### src/rtl/riscv_pkg.sv
// Shared register-file constants and the pending-write entry type used by the
// write-back queue and its bench.
package riscv_pkg;

   localparam int REG_ADDR_W = 5;
   localparam int XLEN       = 32;

   typedef struct packed {
      logic [REG_ADDR_W-1:0] rd;
      logic [XLEN-1:0]       data;
   } pending_entry_t;

endpackage

### src/rtl/wb_match.sv
// Youngest-first priority match over the held write-back entries; slot 0 is the
// oldest, so a later matching slot overrides an earlier one.
module wb_match
   import riscv_pkg::*;
#(
   parameter int WIDTH = 32,
   parameter int DEPTH = 4
) (
   input  logic [DEPTH-1:0]                 slot_valid,
   input  logic [DEPTH-1:0][REG_ADDR_W-1:0] slot_rd,
   input  logic [DEPTH-1:0][WIDTH-1:0]      slot_data,
   input  logic [REG_ADDR_W-1:0]            q,
   output logic                             hit,
   output logic [WIDTH-1:0]                 data
);

   always_comb begin
      hit  = 1'b0;
      data = '0;
      // Register x0 is never forwarded.
      if (q != '0) begin
         for (int i = 0; i < DEPTH; i++) begin
            if (slot_valid[i] && (slot_rd[i] == q)) begin
               hit  = 1'b1;
               data = slot_data[i];
            end
         end
      end
   end

endmodule

### src/rtl/wb_queue.sv
// Pending register-file write queue: drains one entry per cycle into the
// register file and optionally forwards held data (build with WB_BYPASS_EN).
module wb_queue
   import riscv_pkg::*;
#(
   parameter int WIDTH = 32,
   parameter int DEPTH = 4
) (
   input  logic                      clk,
   input  logic                      rst_n,
   input  logic                      in_valid,
   output logic                      in_ready,
   input  logic [REG_ADDR_W-1:0]     in_rd,
   input  logic [WIDTH-1:0]          in_data,
   output logic                      we3,
   output logic [REG_ADDR_W-1:0]     a3,
   output logic [WIDTH-1:0]          wd3,
   input  logic [REG_ADDR_W-1:0]     q1,
   input  logic [REG_ADDR_W-1:0]     q2,
   output logic                      fwd1_hit,
   output logic                      fwd2_hit,
   output logic [WIDTH-1:0]          fwd1_data,
   output logic [WIDTH-1:0]          fwd2_data,
   output logic [$clog2(DEPTH):0]    count,
   output logic                      empty
);

   localparam int PW = $clog2(DEPTH);
   localparam int CW = PW + 1;

   logic [REG_ADDR_W-1:0] rd_mem_q   [DEPTH];
   logic [REG_ADDR_W-1:0] rd_mem_d   [DEPTH];
   logic [WIDTH-1:0]      data_mem_q [DEPTH];
   logic [WIDTH-1:0]      data_mem_d [DEPTH];
   logic [PW-1:0]         wr_ptr_q, wr_ptr_d;
   logic [PW-1:0]         rd_ptr_q, rd_ptr_d;
   logic [CW-1:0]         count_q, count_d;
   logic                  push, pop;

   always_comb begin
      in_ready   = (count_q != CW'(DEPTH));
      empty      = (count_q == '0);
      pop        = !empty;
      // Writes to x0 are accepted but never stored.
      push       = in_valid && in_ready && (in_rd != '0);
      rd_mem_d   = rd_mem_q;
      data_mem_d = data_mem_q;
      wr_ptr_d   = wr_ptr_q;
      rd_ptr_d   = rd_ptr_q;
      if (push) begin
         rd_mem_d[wr_ptr_q]   = in_rd;
         data_mem_d[wr_ptr_q] = in_data;
         wr_ptr_d             = wr_ptr_q + PW'(1);
      end
      if (pop) begin
         rd_ptr_d = rd_ptr_q + PW'(1);
      end
      count_d = count_q + CW'(push) - CW'(pop);
      count   = count_q;
      we3     = pop;
      a3      = pop ? rd_mem_q[rd_ptr_q]   : '0;
      wd3     = pop ? data_mem_q[rd_ptr_q] : '0;
   end

   always_ff @(posedge clk) begin
      if (!rst_n) begin
         wr_ptr_q <= '0;
         rd_ptr_q <= '0;
         count_q  <= '0;
      end else begin
         wr_ptr_q <= wr_ptr_d;
         rd_ptr_q <= rd_ptr_d;
         count_q  <= count_d;
      end
   end

   // Storage is qualified by the pointers and count, so it carries no reset.
   always_ff @(posedge clk) begin
      rd_mem_q   <= rd_mem_d;
      data_mem_q <= data_mem_d;
   end

`ifdef WB_BYPASS_EN
   logic [DEPTH-1:0]                 ord_valid;
   logic [DEPTH-1:0][REG_ADDR_W-1:0] ord_rd;
   logic [DEPTH-1:0][WIDTH-1:0]      ord_data;

   // Rotate storage into age order (slot 0 = head) for the priority match.
   always_comb begin
      for (int i = 0; i < DEPTH; i++) begin
         ord_valid[i] = (CW'(i) < count_q);
         ord_rd[i]    = rd_mem_q[rd_ptr_q + PW'(i)];
         ord_data[i]  = data_mem_q[rd_ptr_q + PW'(i)];
      end
   end

   wb_match #(.WIDTH(WIDTH), .DEPTH(DEPTH)) u_match1 (
      .slot_valid (ord_valid),
      .slot_rd    (ord_rd),
      .slot_data  (ord_data),
      .q          (q1),
      .hit        (fwd1_hit),
      .data       (fwd1_data)
   );

   wb_match #(.WIDTH(WIDTH), .DEPTH(DEPTH)) u_match2 (
      .slot_valid (ord_valid),
      .slot_rd    (ord_rd),
      .slot_data  (ord_data),
      .q          (q2),
      .hit        (fwd2_hit),
      .data       (fwd2_data)
   );
`else
   logic unused_q;
   assign unused_q  = ^{q1, q2};
   assign fwd1_hit  = 1'b0;
   assign fwd2_hit  = 1'b0;
   assign fwd1_data = '0;
   assign fwd2_data = '0;
`endif

endmodule

### config.mk
export PLATFORM = sky130hd
export DESIGN_NAME = wb_queue
export DESIGN_NICKNAME = d
export VERILOG_FILES = /design/src/rtl/riscv_pkg.sv /design/src/rtl/wb_match.sv /design/src/rtl/wb_queue.sv
export SDC_FILE = /design/constraint.sdc
export NUM_CORES = 1
export LEC_CHECK = 0
export ABC_AREA = 1
export BUFFER_PORTS_ARGS = -buffer_cell sky130_fd_sc_hd__buf_2
export CAP_MARGIN = 20
export CELL_PAD_IN_SITES_DETAIL_PLACEMENT = 1
export CELL_PAD_IN_SITES_GLOBAL_PLACEMENT = 2
export CORE_MARGIN = 3
export CORE_UTILIZATION = 35
export CTS_CLUSTER_DIAMETER = 50
export DETAILED_ROUTE_END_ITERATION = 6
export PLACE_DENSITY_LB_ADDON = 0.05
export SLEW_MARGIN = 0
export SYNTH_ARGS = -nofsm -noshare
export SYNTH_HDL_FRONTEND = slang
export SYNTH_SLANG_ARGS = --single-unit
export TNS_END_PERCENT = 10
### constraint.sdc
create_clock -name clk -period 3.97 [get_ports clk]
set_input_delay 0.397 -clock clk [delete_from_list [all_inputs] [get_ports clk]]
set_output_delay 0.397 -clock clk [all_outputs]
set_load 0.01 [all_outputs]
After elaboration in Yosys (flattened, before gate mapping)
Index checks and enable logic that the tools add are counted.

Magnitude comparators: 3. Multiplexer cells: 14. Add/subtract/negate cells: 4. Reduce and logical (&&, ||, !) cells: 6. Bitwise gates (word level): 2. Equal/unequal tests: 1.

Operators by type and width (count): bitwise mux 128 bit (1); two-way mux 32 bit (4); binary-select mux 32 bit (select 2 bit) (1); demux 32 bit (select 2 bit) (1); bitwise mux 20 bit (1); two-way mux 5 bit (4); binary-select mux 5 bit (select 2 bit) (1); demux 5 bit (select 2 bit) (1); greater-or-equal comparator 3 bit, second input constant (2); NOT 2 -> 3 bit (2); nonzero test 5 bit (1); adder 2 x 1 -> 2 bit, second input constant (2); adder 3 x 1 -> 3 bit (1); logical AND 1 bit (3); logical NOT 3 bit (1); less-than comparator 3 x 1 -> 1 bit, second input constant (1); != test 3 bit, second input constant (1); subtractor 3 x 1 -> 3 bit (1); logical NOT 1 bit (1).

Input port bits: 50. Register bits: 155. Output and inout bits: 109. Word-level logic and storage cells: 41.

Longest topological paths before layout
Gate-level depths: netlist (run 1).

Word-level depth: 6. Mapped depth: 11. Gate-level depth less buffers: 11.

Least setup slack after synthesis (run 1)
No wires, ideal clock.

Kind: register to register. From: reg count_q[1] (netlist: count[1]). To: reg data_mem_q[0] (netlist bit) (enable). Setup slack: 1.024 ns. Stages on the path, launching flop included: 7. Arrival: 2.515 ns. Path buffers: 0. Setup time: 0.431 ns. Clock period less this slack: 2.946 ns. Data required time: 3.539 ns. Cell sequence: dfxtp_1 nor2_2 nand2_1 nand2_1 nor2_1 inv_1 nor2_1.

Word-level cells in the longest chain between the ends: 3.

RTL lines: start, declared (RTL line wb_queue.sv:37) `logic [CW-1:0] count_q, count_d;`; start signal, assigned (RTL line wb_queue.sv:73) `count_q <= count_d;`; != test 3 bit (RTL line wb_queue.sv:41) `in_ready = (count_q != CW'(DEPTH));`; named net in_ready (RTL line wb_queue.sv:12) `output logic in_ready,`; logical AND 1 bit (2 in series) (RTL line wb_queue.sv:45) `push = in_valid && in_ready && (in_rd != '0);`; end signal, assigned (RTL line wb_queue.sv:80) `data_mem_q <= data_mem_d;`; end, declared (RTL line wb_queue.sv:33) `logic [WIDTH-1:0] data_mem_q [DEPTH];`.

The timed path passes the listed nets, and every way through them passes these cells. A chain may end at the register's enable or synchronous reset.

Final worst setup path (run 1)
From: reg rd_ptr_q[0]. To: out wd3[6].

Word-level cells in the longest chain between the ends: 5.

RTL lines: start, declared (RTL line wb_queue.sv:36) `logic [PW-1:0] rd_ptr_q, rd_ptr_d;`; start signal, assigned (RTL line wb_queue.sv:72) `rd_ptr_q <= rd_ptr_d;`; NOT 2 -> 3 bit (not written as such) (RTL line wb_queue.sv:62) `wd3 = pop ? data_mem_q[rd_ptr_q] : '0;`; binary-select mux 32 bit (select 2 bit) (RTL line wb_queue.sv:62); two-way mux 32 bit (not written as such) (2 in series) (RTL line wb_queue.sv:62); two-way mux 32 bit (RTL line wb_queue.sv:62); end, declared (RTL line wb_queue.sv:17) `output logic [WIDTH-1:0] wd3,`.

Every way passes these cells. The select of a mux whose other input is x is not followed.

==> metrics, run 1 <==
GRT Total Usage=14.8%; critical path launch point type=flip-flop; Final setup viols=0; largest net degree at the start of global routing=77; detailed placement HPWL=8580 um; # Max-Cap Violations=0; Final period util=68.4%; PD cells=699 nW/um2; Max-slew headroom=40.1%; H-tree depth=4; Setup WS pre-CTS=1.55 ns; Critical Path RT=3.57 ns; RSZ-0062 raised after global routing=no; first-pass GRT wire length=23000 um; maximum clock path buffer count=2; CORE AREA=18800 um2; I/O pin cnt=159; initial DRC count=239; nets=708; TNS Setup=0 ns; Yosys top cell by area=edfxtp_1; synth warn=0; CTS root buf=clkbuf_16; worst min-delay path category=in -> reg; DR vias/cell=4.49; Die Width=145 um; initial core utilization=35.8%; setup bufs post-CTS=0; clk sinks=155; Remaining DRCs=0; vias post-DR=4149; Syn Area/Cell=11.8 um2; Max FO, Critical Path=76; post-CTS sizing=0; f_max=0.368 GHz; Area Overhead vs Synth=13.4%; Max IR drop VDD=0.419 mV; Overflow after GRT=0; status=complete, no violations; DRT Pass-1 Iters=4; Pleak=0.00291 uW; die area=20900 um2; number of global-route vias before repair=4227; Routed WL per cell=16.5 um; layout cells sized above 1=19.2%; # rows=50; final setup margin=1.26 ns; die span in y=145 um; Synth top area share=66.0%; CTS tree=yes; fillers=2072; register area share after synthesis=68.1%; Crit. End Element=output pin; total power=5340 uW; Arr. time, crit path=2.32 ns; latest clock arrival within the worst-skew pair=0.42 ns; Mapped Cells=572; hold-fix buffers at CTS=0; Synth area leaders=edfxtp_1 (66%), nor2_1 (9.0%), buf_4 (8.1%); Setup Skew=0.00560 ns; shortest period the worst path allows=2.71 ns; mapped cell area=6740 um2; total CTS buffers=17; Netlist cell types=21; initial antenna violation count=2; DRT Wirelength=15200 um; Max Slew Vio Count=0; Clk pin slew, worst setup/hold paths=0.06 ns; Port Buffers=82; Slew @ Worst Pin=0.898 ns; Hold Vio Cnt, Final=0; Crit Path Class=reg -> out; GP Congestion=0.747; Routed Antenna Nets=0; FF+latch count, synth=155
## power by group
group          leakage, uW  switching, uW  internal [uW]
sequential         0.00141           54.1           1990
combinational      0.00123           1250            563
clock             0.000266            583            907
## synthesized netlist by cell type
cell and instances:
inv_1 17, nor2_1 162, dfxtp_1 7, nor2_2 1, nand2_1 9, buf_12 1, conb_1 1, a21oi_1 40
ha_1 6, nand3_1 3, inv_2 4, buf_2 10, edfxtp_1 148, clkbuf_1 4, buf_6 7, xor2_1 2
o21ai_0 37, o21ai_1 38, fa_1 1, buf_4 73, nand2_2 1
## area by class of cell
| class | instances | area [um2] | area share (%) |
|---|---|---|---|
| Timing Repair Buffer | 90 | 470 | 6.16 |
| Sequential cell | 155 | 4590 | 60.0 |
| Tap cell | 260 | 325 | 4.26 |
| Multi-Input combinational cell | 366 | 1640 | 21.4 |
| Inverter | 21 | 78.8 | 1.03 |
| Clock buffer | 20 | 437 | 5.72 |
| Clock inverter | 11 | 104 | 1.36 |
| Antenna cell | 1 | 2.50 | 0.0328 |
## metrics by stage
step           cells  instance area [um2]  hold WS [ns]  util, %
6_report         924                 7640         0.192     40.6
5_1_grt          924                 7640         0.176     40.6
4_1_cts          923                 7640         0.174     40.6
3_5_place_dp     892                 7100         0.542     37.7
3_3_place_gp     892                 7100         0.526     37.7
2_1_floorplan    637                 6980         0.490        -
## cells in the final DEF, fill, tap and decap left out, drive strengths merged
cell / netlist / final
a21oi: 40 / 40
buf: 91 / 90
bufinv: 0 / 2
clkbuf: 4 / 20
clkinv: 0 / 8
clkinvlp: 0 / 1
conb: 1 / 66
dfxtp: 7 / 7
diode: 0 / 1
edfxtp: 148 / 148
fa: 1 / 1
ha: 6 / 6
inv: 21 / 21
nand2: 10 / 10
nand3: 3 / 3
nor2: 163 / 163
o21ai: 75 / 75
xor2: 2 / 2
## state kept, by name (all words and copies together) (netlist names)
register	count
data_mem_q	128
rd_mem_q	20
count	3
rd_ptr_q	2
wr_ptr_q	2
## path summary, 6_finish.rpt
path,endpoint,slack (ns),start,cells past startpoint
hold / removal,data_mem_q[97],0.19,in_data[1],1
setup / recovery,wd3[6],1.26,rd_ptr_q[0],6
setup reg to reg,count[2],1.66,count[1],11
hold reg to reg,wr_ptr_q[1],0.54,wr_ptr_q[1],2
## routing by layer
metal	wire length, um	vias to the layer above	global-route usage, %
li1	-	1979	-
met1	6660	2035	17.9
met2	7590	116	25.4
met3	789	17	4.07
met4	174	2	5.35
met5	13	-	0
## critical path, cell delays in order, from the launching register on
cell     delay, ns
dfxtp_2       0.33
buf_4         0.69
nor2_1        0.11
nor2_1        0.11
o21ai_0       0.09
a21oi_1       0.32
buf_2         0.20
## cell families after synthesis
family	share of synthesized area [%]
simple gates	9.94
flops	68.1
buf+inv	11.7
compound gates	8.54
fa+ha+maj	1.41
xor+xnor	0.260
other cells	0.0557
No activity file was read; power rests on OpenSTA's default activity.
==> inputs of run 2 (changes only) <==
--- a/config.mk
+++ b/config.mk
@@ -11,7 +11,7 @@
 export CELL_PAD_IN_SITES_DETAIL_PLACEMENT = 1
 export CELL_PAD_IN_SITES_GLOBAL_PLACEMENT = 2
 export CORE_MARGIN = 3
-export CORE_UTILIZATION = 35
+export CORE_UTILIZATION = 31
 export CTS_CLUSTER_DIAMETER = 50
 export DETAILED_ROUTE_END_ITERATION = 6
 export PLACE_DENSITY_LB_ADDON = 0.05
==> constraint.sdc (replaced) <==
create_clock -name clk -period 2.2 [get_ports clk]
set_input_delay 0.22 -clock clk [delete_from_list [all_inputs] [get_ports clk]]
set_output_delay 0.22 -clock clk [all_outputs]
set_load 0.01 [all_outputs]
==> run 2 against run 1 <==
Sequential share of layout area decreased by 3.1 points. Cell count is 4.7% higher. Clock skew about the same.
==> metrics, run 2 (synthesized netlist as in run 1, its figures left out) <==
DRT Pass-1 Iters=4 (unchanged); latest clock arrival within the worst-skew pair=0.42 ns (about the same); crit path max-delay cell type=dfxtp_2; vias post-DR=4306 (+3.8%); nets=736 (+4.0%); final setup margin=0.132 ns (-1.12 ns); Routed WL per cell=16.7 um (+1.4%); status=complete, no violations; RSZ-0062 raised after global routing=yes; Routed Antenna Nets=0 (unchanged); delay-heaviest family, CP=buffers and inverters; number of global-route vias before repair=4584 (+8.4%); worst path bufs/invs=3 (+1); f_max=0.483 GHz; detailed placement HPWL=9940 um (+16%); # rows=53 (+6.0%); fillers=2329 (+12%); critical path launch point type=flip-flop; Final setup viols=0 (unchanged); layout cells sized above 1=21.1% (+1.9 points); Crit. End Element=output pin; H-tree depth=4 (unchanged); Crit Path Class=reg -> out; Max FO, Critical Path=12 (-84%); Largest Register=data_mem_q; Slew @ Worst Pin=0.551 ns (-0.347 ns); GP Congestion=0.679 (-9.0%); Clk pin slew, worst setup/hold paths=0.06 ns (about the same); Non-Filler Instances=967 (+4.7%); Final Cell Area=8060 um2 (+5.5%); total CTS buffers=17 (unchanged); max FFs per register=128 (unchanged); commonest non-fill, non-tap cells in the layout=nor2_1 (157), edfxtp_1 (148), buf_2 (82); worst min-delay path category=in -> reg; TNS Setup=0 ns (unchanged); DRT Wirelength=16200 um (+6.2%); Die Width=153 um (+6.0%); largest net degree at the start of global routing=45 (-42%); initial core utilization=31.8% (-3.9 points); first-pass GRT wire length=25300 um (+10%); Setup WS pre-CTS=0.0361 ns (-1.51 ns); Max Slew Vio Count=0 (unchanged); GRT Total Usage=14.0% (-0.77 points); Post-DP Area=7250 um2 (+2.1%); Max-slew headroom=63.3% (+23 points); die span in y=153 um (+6.0%); # Max-Cap Violations=0 (unchanged); PD cells=1260 nW/um2 (+80%); Max IR drop VDD=0.785 mV (+88%); CORE AREA=21200 um2 (+12%); I/O pin cnt=159 (unchanged); DR vias/cell=4.45 (-0.83%); Overflow after GRT=0 (unchanged); Critical Path RT=1.98 ns (-1.59 ns); most common cell after layout, fill and taps aside=nor2_1; placed cell count=916 (+2.7%); shortest period the worst path allows=2.07 ns; initial antenna violation count=0 (-2); CTS root buf=clkbuf_16; maximum clock path buffer count=2 (unchanged); CTS tree=yes; clk sinks=155 (unchanged); Remaining DRCs=0 (unchanged); fin util=38.1% (-2.5 points); ANT cells=0 (-1); Crit path largest cell delay=0.34 ns (-0.35 ns); initial DRC count=195 (-18%); die area=23500 um2 (+12%); Hold Vio Cnt, Final=0 (unchanged); setup bufs post-CTS=0 (unchanged); Arr. time, crit path=1.85 ns (-0.47 ns); CP cell instances=nor2_2 > nand2_2 > inv_2 > buf_4 > a21oi_1 > buf_2; Final period util=94.0%; Setup Skew=0.00557 ns (-0.0000309 ns); Area Overhead vs Synth=19.7%; Pleak=0.00309 uW (+6.1%); Port Buffers=82 (unchanged)
-- run 2: stage by stage --
stage / total power, uW / hold WS, ns
after floorplan: 6080 / 0.313
after CTS: 10400 / 0.00168
after global routing: 10900 / 0.00840
final: 10100 / 0.0211
after detailed placement: 7320 / 0.439
after global placement: 7250 / 0.433
-- run 2: per-layer routing --
metal / track usage, % / routed length (um) / vias to the layer above / part of all wire, %
met1: 16.9 / 6940 / 2147 / 43
met2: 25.1 / 8370 / 104 / 52
met4: 4.63 / 230 / 0 / 1.4
met3: 2.86 / 629 / 14 / 3.9
met5: 0 / 0 / - / 0
li1: - / - / 2041 / -
-- run 2: worst paths after layout --
check	start	endpoint	slack, ns	cells past startpoint
hold / removal	in_data[30]	data_mem_q[126]	0.02	1
hold reg to reg	wr_ptr_q[1]	wr_ptr_q[1]	0.55	2
setup / recovery	count[1]	wd3[22]	0.13	6
setup reg to reg	count[1]	count[2]	0.19	11
-- run 2: cell type report --
type | instances | area, um2 | area share (%)
tap | 275 | 344 | 4.27
timing repair buffer | 118 | 801 | 9.93
inverter | 21 | 81.3 | 1.01
clock inverter | 15 | 176 | 2.19
sequential | 155 | 4590 | 57.0
clock buffer | 17 | 425 | 5.28
multi-input combinational | 366 | 1640 | 20.4
-- run 2: power by group --
part / switching, uW / internal, uW
sequential: 102 / 3580
combinational: 2320 / 1170
clock: 1240 / 1720
-- run 2: what timing repair did --
action | 4_1_cts | 5_1_grt
setup endpoints to repair | 3 | 11
resized for setup | 2 | 6
hold buffers | 19 | 0
hold endpoints to repair | 72 | 0
